`config.mk`:
```
export PLATFORM = sky130hd
export DESIGN_NAME = systolic_array_os
export DESIGN_NICKNAME = d
export VERILOG_FILES = /design/src/rtl/systolic_pkg.sv /design/src/rtl/systolic_pe.sv /design/src/rtl/systolic_array_os.sv
export SDC_FILE = /design/constraint.sdc
export NUM_CORES = 2
export LEC_CHECK = 0
export ABC_AREA = 1
export BUFFER_PORTS_ARGS = -buffer_cell sky130_fd_sc_hd__buf_2
export CAP_MARGIN = 20
export CORE_AREA = 2 2 356 358
export CTS_CLUSTER_SIZE = 25
export DETAILED_ROUTE_END_ITERATION = 16
export DIE_AREA = 0 0 358 360
export GPL_ROUTABILITY_DRIVEN = 0
export PLACE_DENSITY = 0.69
export RECOVER_POWER = 100
export SLEW_MARGIN = 20
export SYNTH_ARGS = -nofsm -noshare
export SYNTH_HDL_FRONTEND = slang
export SYNTH_HIERARCHICAL = 1
export SYNTH_SLANG_ARGS = --single-unit
```
`constraint.sdc`:
```
create_clock -name clk -period 5.4 [get_ports clk]
set_clock_uncertainty 0.05 [all_clocks]
set_input_delay 0 -clock clk [delete_from_list [all_inputs] [get_ports clk]]
set_output_delay 0 -clock clk [all_outputs]
set_load 0.1 [all_outputs]
```
`src/rtl/systolic_pkg.sv`:
```
// Shared types and helpers for the output-stationary systolic array: FSM states, packed-index math,
// and the saturating add used when SYSTOLIC_SAT_EN is defined (supports AW up to 63).
package systolic_pkg;

    typedef enum logic [1:0] {
        IDLE  = 2'd0,
        LOAD  = 2'd1,
        DRAIN = 2'd2,
        OUT   = 2'd3
    } state_t;

    localparam int SAT_W = 64;

    function automatic int elem_idx(input int i, input int j, input int n);
        return i * n + j;
    endfunction

    function automatic int elem_lsb(input int i, input int j, input int n, input int w);
        return elem_idx(i, j, n) * w;
    endfunction

    // Operands arrive sign-extended from aw bits, so the wide sum itself never wraps.
    function automatic logic signed [SAT_W-1:0] sat_add(input logic signed [SAT_W-1:0] x,
                                                        input logic signed [SAT_W-1:0] y,
                                                        input int aw);
        logic signed [SAT_W-1:0] s, hi, lo;
        s  = x + y;
        hi = (64'sd1 <<< (aw - 1)) - 64'sd1;
        lo = -hi - 64'sd1;
        if (s > hi)
            return hi;
        if (s < lo)
            return lo;
        return s;
    endfunction

    function automatic logic sat_hit(input logic signed [SAT_W-1:0] x,
                                     input logic signed [SAT_W-1:0] y,
                                     input int aw);
        logic signed [SAT_W-1:0] s, hi, lo;
        s  = x + y;
        hi = (64'sd1 <<< (aw - 1)) - 64'sd1;
        lo = -hi - 64'sd1;
        return (s > hi) || (s < lo);
    endfunction

endpackage

```
`src/rtl/systolic_pe.sv`:
```
// One MAC cell: forwards a right / b down with one register per hop, accumulates a*b when both are valid.
// Accumulator restarts on the first-beat tag; saturation and sticky ovf only with SYSTOLIC_SAT_EN.
module systolic_pe
    import systolic_pkg::*;
#(
    parameter int DW = 16,
    parameter int AW = 32
) (
    input  logic          clk,
    input  logic          rst,
    input  logic [DW-1:0] a_dat,
    input  logic          a_vld,
    input  logic          a_first,
    input  logic [DW-1:0] b_dat,
    input  logic          b_vld,
    input  logic          b_first,
    output logic [DW-1:0] a_pass_dat,
    output logic          a_pass_vld,
    output logic          a_pass_first,
    output logic [DW-1:0] b_pass_dat,
    output logic          b_pass_vld,
    output logic          b_pass_first,
    output logic [AW-1:0] acc,
    output logic          ovf
);

    logic                   fire;
    logic                   first;
    logic signed [2*DW-1:0] prod;
    logic signed [AW-1:0]   prod_x;
    logic signed [AW-1:0]   base;

    assign fire   = a_vld & b_vld;
    assign first  = a_first & b_first;
    assign prod   = $signed(a_dat) * $signed(b_dat);
    assign prod_x = AW'(prod);
    assign base   = first ? '0 : $signed(acc);

    always_ff @(posedge clk) begin
        if (rst) begin
            a_pass_dat   <= '0;
            a_pass_vld   <= 1'b0;
            a_pass_first <= 1'b0;
            b_pass_dat   <= '0;
            b_pass_vld   <= 1'b0;
            b_pass_first <= 1'b0;
            acc          <= '0;
        end else begin
            a_pass_dat   <= a_dat;
            a_pass_vld   <= a_vld;
            a_pass_first <= a_first;
            b_pass_dat   <= b_dat;
            b_pass_vld   <= b_vld;
            b_pass_first <= b_first;
            if (fire) begin
`ifdef SYSTOLIC_SAT_EN
                acc <= AW'(sat_add(SAT_W'(base), SAT_W'(prod_x), AW));
`else
                acc <= base + prod_x;
`endif
            end
        end
    end

`ifdef SYSTOLIC_SAT_EN
    always_ff @(posedge clk) begin
        if (rst)
            ovf <= 1'b0;
        else if (fire)
            ovf <= (first ? 1'b0 : ovf) | sat_hit(SAT_W'(base), SAT_W'(prod_x), AW);
    end
`else
    assign ovf = 1'b0;
`endif

endmodule

```
`src/rtl/systolic_array_os.sv`:
```
// NxN output-stationary matmul; c_out/out_valid follow the in_last beat by 2N cycles (SYSTOLIC_SAT_EN: saturate).
// in_ready only in IDLE/LOAD; result held under out_valid until out_ready, no overlap between products.
module systolic_array_os
    import systolic_pkg::*;
#(
    parameter int N  = 2,
    parameter int DW = 16,
    parameter int AW = 32
) (
    input  logic              clk,
    input  logic              rst,
    input  logic              in_valid,
    output logic              in_ready,
    input  logic              in_last,
    input  logic [N*DW-1:0]   a_col,
    input  logic [N*DW-1:0]   b_row,
    output logic              out_valid,
    input  logic              out_ready,
    output logic [N*N*AW-1:0] c_out,
    output logic [N*N-1:0]    ovf
);

    localparam int             CW         = $clog2(2 * N);
    localparam logic [CW-1:0]  DRAIN_LAST = CW'(2 * N - 2);

    state_t        state, state_nxt;
    logic [CW-1:0] drain_cnt;
    logic          accept;
    logic          first_beat;
    logic          drain_done;

    assign in_ready   = !rst && (state == IDLE || state == LOAD);
    assign out_valid  = !rst && (state == OUT);
    assign accept     = in_valid & in_ready;
    assign first_beat = accept & (state == IDLE);
    assign drain_done = (state == DRAIN) && (drain_cnt == DRAIN_LAST);

    always_ff @(posedge clk) begin
        if (rst) begin
            state     <= IDLE;
            drain_cnt <= '0;
        end else begin
            state     <= state_nxt;
            drain_cnt <= (state == DRAIN) ? drain_cnt + CW'(1) : '0;
        end
    end

    always_comb begin
        state_nxt = state;
        unique case (state)
            IDLE:    if (accept) state_nxt = in_last ? DRAIN : LOAD;
            LOAD:    if (accept && in_last) state_nxt = DRAIN;
            DRAIN:   if (drain_done) state_nxt = OUT;
            OUT:     if (out_valid && out_ready) state_nxt = IDLE;
            default: state_nxt = IDLE;
        endcase
    end

    // Column N of a_* and row N of b_* are the unused far-edge outputs of the grid.
    logic [DW-1:0] a_link     [N][N+1];
    logic          a_vld_link [N][N+1];
    logic          a_fst_link [N][N+1];
    logic [DW-1:0] b_link     [N+1][N];
    logic          b_vld_link [N+1][N];
    logic          b_fst_link [N+1][N];
    logic [AW-1:0] acc_w      [N][N];
    logic          ovf_w      [N][N];

    // Lane i (row i of A and column i of B) is delayed i cycles so operands meet at PE(i,j) together.
    for (genvar i = 0; i < N; i++) begin : g_skew
        if (i == 0) begin : g_nodly
            assign a_link[0][0]     = a_col[0 +: DW];
            assign a_vld_link[0][0] = accept;
            assign a_fst_link[0][0] = first_beat;
            assign b_link[0][0]     = b_row[0 +: DW];
            assign b_vld_link[0][0] = accept;
            assign b_fst_link[0][0] = first_beat;
        end else begin : g_dly
            logic [DW-1:0] sr_a   [i];
            logic [DW-1:0] sr_b   [i];
            logic          sr_vld [i];
            logic          sr_fst [i];

            always_ff @(posedge clk) begin
                if (rst) begin
                    for (int k = 0; k < i; k++) begin
                        sr_a[k]   <= '0;
                        sr_b[k]   <= '0;
                        sr_vld[k] <= 1'b0;
                        sr_fst[k] <= 1'b0;
                    end
                end else begin
                    sr_a[0]   <= a_col[i*DW +: DW];
                    sr_b[0]   <= b_row[i*DW +: DW];
                    sr_vld[0] <= accept;
                    sr_fst[0] <= first_beat;
                    for (int k = 1; k < i; k++) begin
                        sr_a[k]   <= sr_a[k-1];
                        sr_b[k]   <= sr_b[k-1];
                        sr_vld[k] <= sr_vld[k-1];
                        sr_fst[k] <= sr_fst[k-1];
                    end
                end
            end

            assign a_link[i][0]     = sr_a[i-1];
            assign a_vld_link[i][0] = sr_vld[i-1];
            assign a_fst_link[i][0] = sr_fst[i-1];
            assign b_link[0][i]     = sr_b[i-1];
            assign b_vld_link[0][i] = sr_vld[i-1];
            assign b_fst_link[0][i] = sr_fst[i-1];
        end
    end

    for (genvar i = 0; i < N; i++) begin : g_row
        for (genvar j = 0; j < N; j++) begin : g_col
            systolic_pe #(
                .DW (DW),
                .AW (AW)
            ) u_pe (
                .clk          (clk),
                .rst          (rst),
                .a_dat        (a_link[i][j]),
                .a_vld        (a_vld_link[i][j]),
                .a_first      (a_fst_link[i][j]),
                .b_dat        (b_link[i][j]),
                .b_vld        (b_vld_link[i][j]),
                .b_first      (b_fst_link[i][j]),
                .a_pass_dat   (a_link[i][j+1]),
                .a_pass_vld   (a_vld_link[i][j+1]),
                .a_pass_first (a_fst_link[i][j+1]),
                .b_pass_dat   (b_link[i+1][j]),
                .b_pass_vld   (b_vld_link[i+1][j]),
                .b_pass_first (b_fst_link[i+1][j]),
                .acc          (acc_w[i][j]),
                .ovf          (ovf_w[i][j])
            );
        end
    end

    // Snapshot on the last drain cycle so the result stays put even once the next product starts.
    always_ff @(posedge clk) begin
        if (rst) begin
            c_out <= '0;
            ovf   <= '0;
        end else if (drain_done) begin
            for (int i = 0; i < N; i++) begin
                for (int j = 0; j < N; j++) begin
                    c_out[elem_lsb(i, j, N, AW) +: AW] <= acc_w[i][j];
                    ovf[elem_idx(i, j, N)]             <= ovf_w[i][j];
                end
            end
        end
    end

endmodule
```
# Word level (Yosys, flattened, before mapping)
# Memory sizes are Yosys's and may differ from the RTL's.
# Index checks and enable logic that the tools add are counted.
[op_classes] add_sub_neg=5 multipliers=4 n_eq_ne=8 n_mux=21 n_bitwise=5 reduce_logical=14
[op_table] operator="32-bit adder" count=4
[op_table] operator="16-bit by 16-bit multiplier with 32-bit output" count=4
[op_table] operator="32-bit two-way mux" count=4
[op_table] operator="16-bit two-way mux" count=2
[op_table] operator="16-bit OR reduction" count=2
[op_table] operator="2-bit two-way mux" count=5
[op_table] operator="1-bit two-way mux" count=9
[op_table] operator="2-bit one-hot mux with 4 select lines" count=1
[op_table] operator="2-bit equality test, second input constant" count=3
[op_table] operator="1-bit logical AND" count=5
[op_table] operator="1-bit AND" count=4
[op_table] operator="2-bit by 1-bit != test with 1-bit output, second input constant" count=2
[op_table] operator="2-bit != test, second input constant" count=2
[op_table] operator="4-bit AND reduction" count=1
[op_table] operator="2-bit by 1-bit adder with 2-bit output, second input constant" count=1
[op_table] operator="2-bit by 1-bit equality test with 1-bit output, second input constant" count=1
[op_table] operator="2-bit zero test" count=1
[op_table] operator="1-bit OR reduction" count=2
[op_table] operator="2-bit OR reduction" count=1
[op_table] operator="1-bit zero test" count=1
[op_table] operator="1-bit logical OR" count=1
[op_table] operator="1-bit inverter" count=1
[word_totals] ff_bits=328 mem_bits_rw=34 inputBits=69 out_inout_bits=134 wordCells=76 mem_count=4
[memory_table] name="g_skew[1].g_dly.sr_a" words=1 width=16 rd=1 rd_ports_with_merged_regs=0 wr=1 line_no="systolic_array_os.sv:79" source="logic [DW-1:0] sr_a [i];"
[memory_table] name="g_skew[1].g_dly.sr_b" words=1 width=16 rd=1 rd_ports_with_merged_regs=0 wr=1 line_no="systolic_array_os.sv:80" source="logic [DW-1:0] sr_b [i];"
[memory_table] name="g_skew[1].g_dly.sr_fst" words=1 width=1 rd=1 rd_ports_with_merged_regs=0 wr=1 line_no="systolic_array_os.sv:82" source="logic sr_fst [i];"
[memory_table] name="g_skew[1].g_dly.sr_vld" words=1 width=1 rd=1 rd_ports_with_merged_regs=0 wr=1 line_no="systolic_array_os.sv:81" source="logic sr_vld [i];"

# Depth between registers and ports, before layout
[depth] word_depth=7 depth_mapped=36 ltp_nobuf=35

# Hierarchy
# Netlist, hierarchy kept.
[by_module_without_submodules] module="systolic_pe at g_row[0].g_col[1].u_pe ..." instances=2 cells_each=1835 area_each_um2=13972.2 seq_area_each_um2=1361.3
[by_module_without_submodules] module="systolic_pe at g_row[0].g_col[0].u_pe" instances=1 cells_each=1839 area_each_um2=14111.0 seq_area_each_um2=1361.3
[by_module_without_submodules] module="systolic_pe at g_row[1].g_col[1].u_pe" instances=1 cells_each=1843 area_each_um2=14097.3 seq_area_each_um2=1361.3
[by_module_without_submodules] module="systolic_array_os" instances=1 cells_each=724 area_each_um2=5843.1 seq_area_each_um2=3403.3

# Least setup slack after synthesis
# Ideal clock, no wire load.
[synth_path] kind="register to register" startpoint="register g_row[1].g_col[0].u_pe.a_pass_dat[15]" endpoint="register g_row[1].g_col[1].u_pe.acc[31]" setup_ps=109 arrival_ps=5487 required_ps=5241 path_slack_ps=-245 path_stages_with_launch=30 period_less_slack_ps=5645 cell_sequence="dfxtp_1 buf_2 clkbuf_1 nand2_1 inv_1 fa_1 inv_1 fa_1 inv_1 fa_1 inv_1 fa_1 inv_1 fa_1 inv_1 fa_1 inv_1 ha_1 nand2_1 nor2_1 inv_1 nor2_1 and2_1 nand2_1 inv_2 nor2_1 nand3_1 nand3_1 nand2_1 inv_1"
[synth_via] elab_chain_cells=2
[synth_rtl] element="start: declaration" line_no="systolic_pe.sv:17" source="output logic [DW-1:0] a_pass_dat,"
[synth_rtl] element="start signal: assignment" line_no="systolic_pe.sv:49" source="a_pass_dat <= a_dat;"
[synth_rtl] element="16-bit by 16-bit multiplier with 32-bit output" line_no="systolic_pe.sv:35" source="assign prod = $signed(a_dat) * $signed(b_dat);"
[synth_rtl] element="32-bit adder" line_no="systolic_pe.sv:59" source="acc <= base + prod_x;"
[synth_rtl] element="end signal: assignment" line_no="systolic_pe.sv:59"
[synth_rtl] element="end: declaration" line_no="systolic_pe.sv:23" source="output logic [AW-1:0] acc,"
# No other way between the ends.
# A chain may end at the register's enable or synchronous reset.

==> results.py <==
metrics = {
    "status": {
        "status": "finished with violations",
        "violations": "capacitance limit, slew limit, setup timing",
    },
    "clock_tree": {
        "clock_latency_ns": 0.64,
        "htreeDepth": 2,
        "cts_tree": "built",
        "cts_made_buffers": 44,
        "cts_buffer_depth": 3,
        "cts_root_buf": "clkbuf_16",
        "clkSinkCount": 370,
        "clkTransAtPathRegs_ns": 0.07,
    },
    "floorplan": {
        "row_count": 130,
        "core_um2": 125000,
        "io_pins": 203,
        "die_area_um2": 129000,
        "dieHeight_um": 360,
        "fp.dieW_um": 358,
        "initial_utilization_pct": 48.1,
    },
    "timing": {
        "fmax_ghz": 0.181,
        "slew_violations": 157,
        "rsz0062_at_grt": "true",
        "setup_viol": 38,
        "post-route-min-period_ns": 5.53,
        "fin_crit_sh_pct": 102,
        "worst_slack_ns": -0.133,
        "slew_headroom_pct": -114,
        "worst_pin_slew_ns": 3.22,
        "hold_violations": 0,
    },
    "setup_path": {
        "crit_fanout": 10,
        "end_kind": "register",
        "crit_path_start_kind": "register",
        "reg2reg_slack_ns": -0.13,
        "worst_ep_arrival_time_ns": 6.00,
        "cpPeakStageDelay_ns": 0.57,
        "crit_slowest_cell": "fa_1",
        "worstPathRequired_ns": 5.87,
        "worstRegToRegCells": 30,
        "cpMostUsedCell": "fa_1",
        "critical_path_class": "register to register",
    },
    "drt": {
        "drt_iter0_drc": 4402,
        "first_pass_iters": 7,
        "viasPerCell": 5.04,
        "drc": 0,
        "vias": 51323,
        "ant_nets": 0,
        "wl_per_cell_um": 17.2,
        "drt-total-wl_um": 176000,
    },
    "pwr": {
        "finalPower_w": 0.0423,
        "max-vdd-ir-drop_uv": 1610,
        "p_per_area_nw_per_um2": 566,
        "p_leak_nw": 41.9,
    },
    "global_routing": {
        "grt.total_usage_pct": 26.4,
        "grt_util_met3_pct": 4.05,
        "antenna_found_initial": 8,
        "grt_pass1_wl_um": 272000,
        "grt_pass1_vias": 52537,
        "grt_use_met1_pct": 35.8,
        "grt_util_met2_pct": 43.7,
        "grt.overflow.total": 0,
        "grt_max_degree": 133,
        "gr-max-usage-layer": "met2",
    },
    "hold_path": {
        "hold_class": "primary input to register",
        "hold_path_depth": 4,
    },
    "placement": {
        "hpwl_um": 135000,
        "numPortBuffers": 202,
        "dp.cells": 9902,
        "placed_cell_area_um2": 66700,
    },
    "synthesis": {
        "synthCells": 7865,
        "synthesis.nets": 9499,
        "synth_area_um2": 60000,
        "syn_area_per_cell_um2": 7.63,
        "synth_warnings": 6,
    },
    "layout": {
        "nets": 10139,
        "finish.instance_area_um2": 74700,
        "fin_cells": 10190,
        "syn2layout_area_growth_pct": 24.5,
        "final.fill_count": 10424,
        "diodes": 0,
        "regArea_um2": 7560,
        "layout-drive-gt1-share_pct": 21.0,
        "multi_input_area_um2": 46400,
    },
    "run": {
        "max_cap_viol_count": 4,
    },
}
==> repair_timing <==
item,CTS,global route
hold buffers,81,0
setup endpoints to repair,83,89
endpoints found under the hold margin,86,0
resized for setup,369,925
cloned,2,5
setup buffers,23,100
pin swaps,130,474
==> critical path, delay by kind of cell (launching register included) <==
kind                     cells  cell delay [ns]
AO/OA/AOI/OAI                1             0.11
AND/OR/NAND/NOR             11             1.18
flip-flops                   1             0.38
XOR/XNOR                     1             0.12
adder cells (fa/ha/maj)      7             2.77
buffers and inverters       10             0.79
==> final cells by class <==
type / count / share of cell area, %
Clock buffer: 53 / 1.57
Clock inverter: 28 / 0.534
Inverter: 2372 / 12.0
Multi-Input combinational cell: 4761 / 62.1
Sequential cell: 370 / 10.1
Tap cell: 1650 / 2.76
Timing Repair Buffer: 956 / 10.9
==> state kept, by name (all words and copies together) (netlist names), 2 cells and up <==
signal	count
c_out	128
drain_cnt	2
g_row.g_col.u_pe/a_pass_dat	32
g_row.g_col.u_pe/a_pass_first	2
g_row.g_col.u_pe/a_pass_vld	2
g_row.g_col.u_pe/acc	128
g_row.g_col.u_pe/b_pass_dat	32
g_row.g_col.u_pe/b_pass_first	2
g_row.g_col.u_pe/b_pass_vld	2
g_skew.g_dly.sr_a	16
g_skew.g_dly.sr_b	16
ovf	4
state	2
==> metal layers <==
metal  wire length, µm  vias to the layer above
met3             13900                      478
met5                54                        -
li1                  -                    23549
met1             71000                    25203
met4              6690                       10
met2             83900                     2083
==> path summary, 6_finish.rpt <==
kind                                 from                                     endpoint
setup / recovery    state[0]$_SDFFE_PP0P_  g_row[0].g_col[0].u_pe/acc[15]$_SDFFE_PP0P_
setup reg to reg    state[0]$_SDFFE_PP0P_  g_row[0].g_col[0].u_pe/acc[15]$_SDFFE_PP0P_
hold / removal                  a_col[18]        g_skew[1].g_dly.sr_a[0][2]$_SDFF_PP0_
hold reg to reg   drain_cnt[0]$_SDFF_PP0_                      drain_cnt[0]$_SDFF_PP0_
==> where the power goes <==
| group | internal, W | total (W) | switching [W] |
|---|---|---|---|
| combinational | 0.0157 | 0.0360 | 0.0203 |
| sequential | 0.00284 | 0.00297 | 0.000129 |
| clock | 0.00193 | 0.00335 | 0.00143 |
==> placed cells by master, fill, tap and decap left out, drive strengths merged, types with 8 or more instances in the layout <==
master,count
inv,2375
nand2,1570
fa,1168
nor2,729
buf,722
ha,397
dfxtp,370
o21ai,312
a21oi,258
clkbuf,206
nand3,136
dlygate4sd3,81
xor2,60
nor3,33
nand4,29
xnor2,14
clkinv,11
o21bai,11
o211ai,8
==> stage by stage <==
step | util [%] | worst slack, ns | TNS (ns) | hold WS [ns]
after floorplan | - | -0.0873 | -0.144 | 0.0570
after global placement | 53.4 | -0.403 | -16.45 | 0.154
after detailed placement | 53.4 | -0.464 | -19.56 | 0.160
after CTS | 56.8 | -0.0482 | -0.0573 | 0.0160
after global routing | 59.8 | -0.354 | -13.34 | 0.0553
final | 59.8 | -0.133 | -1.89 | 0.0602
No activity file was read; power rests on OpenSTA's default activity.
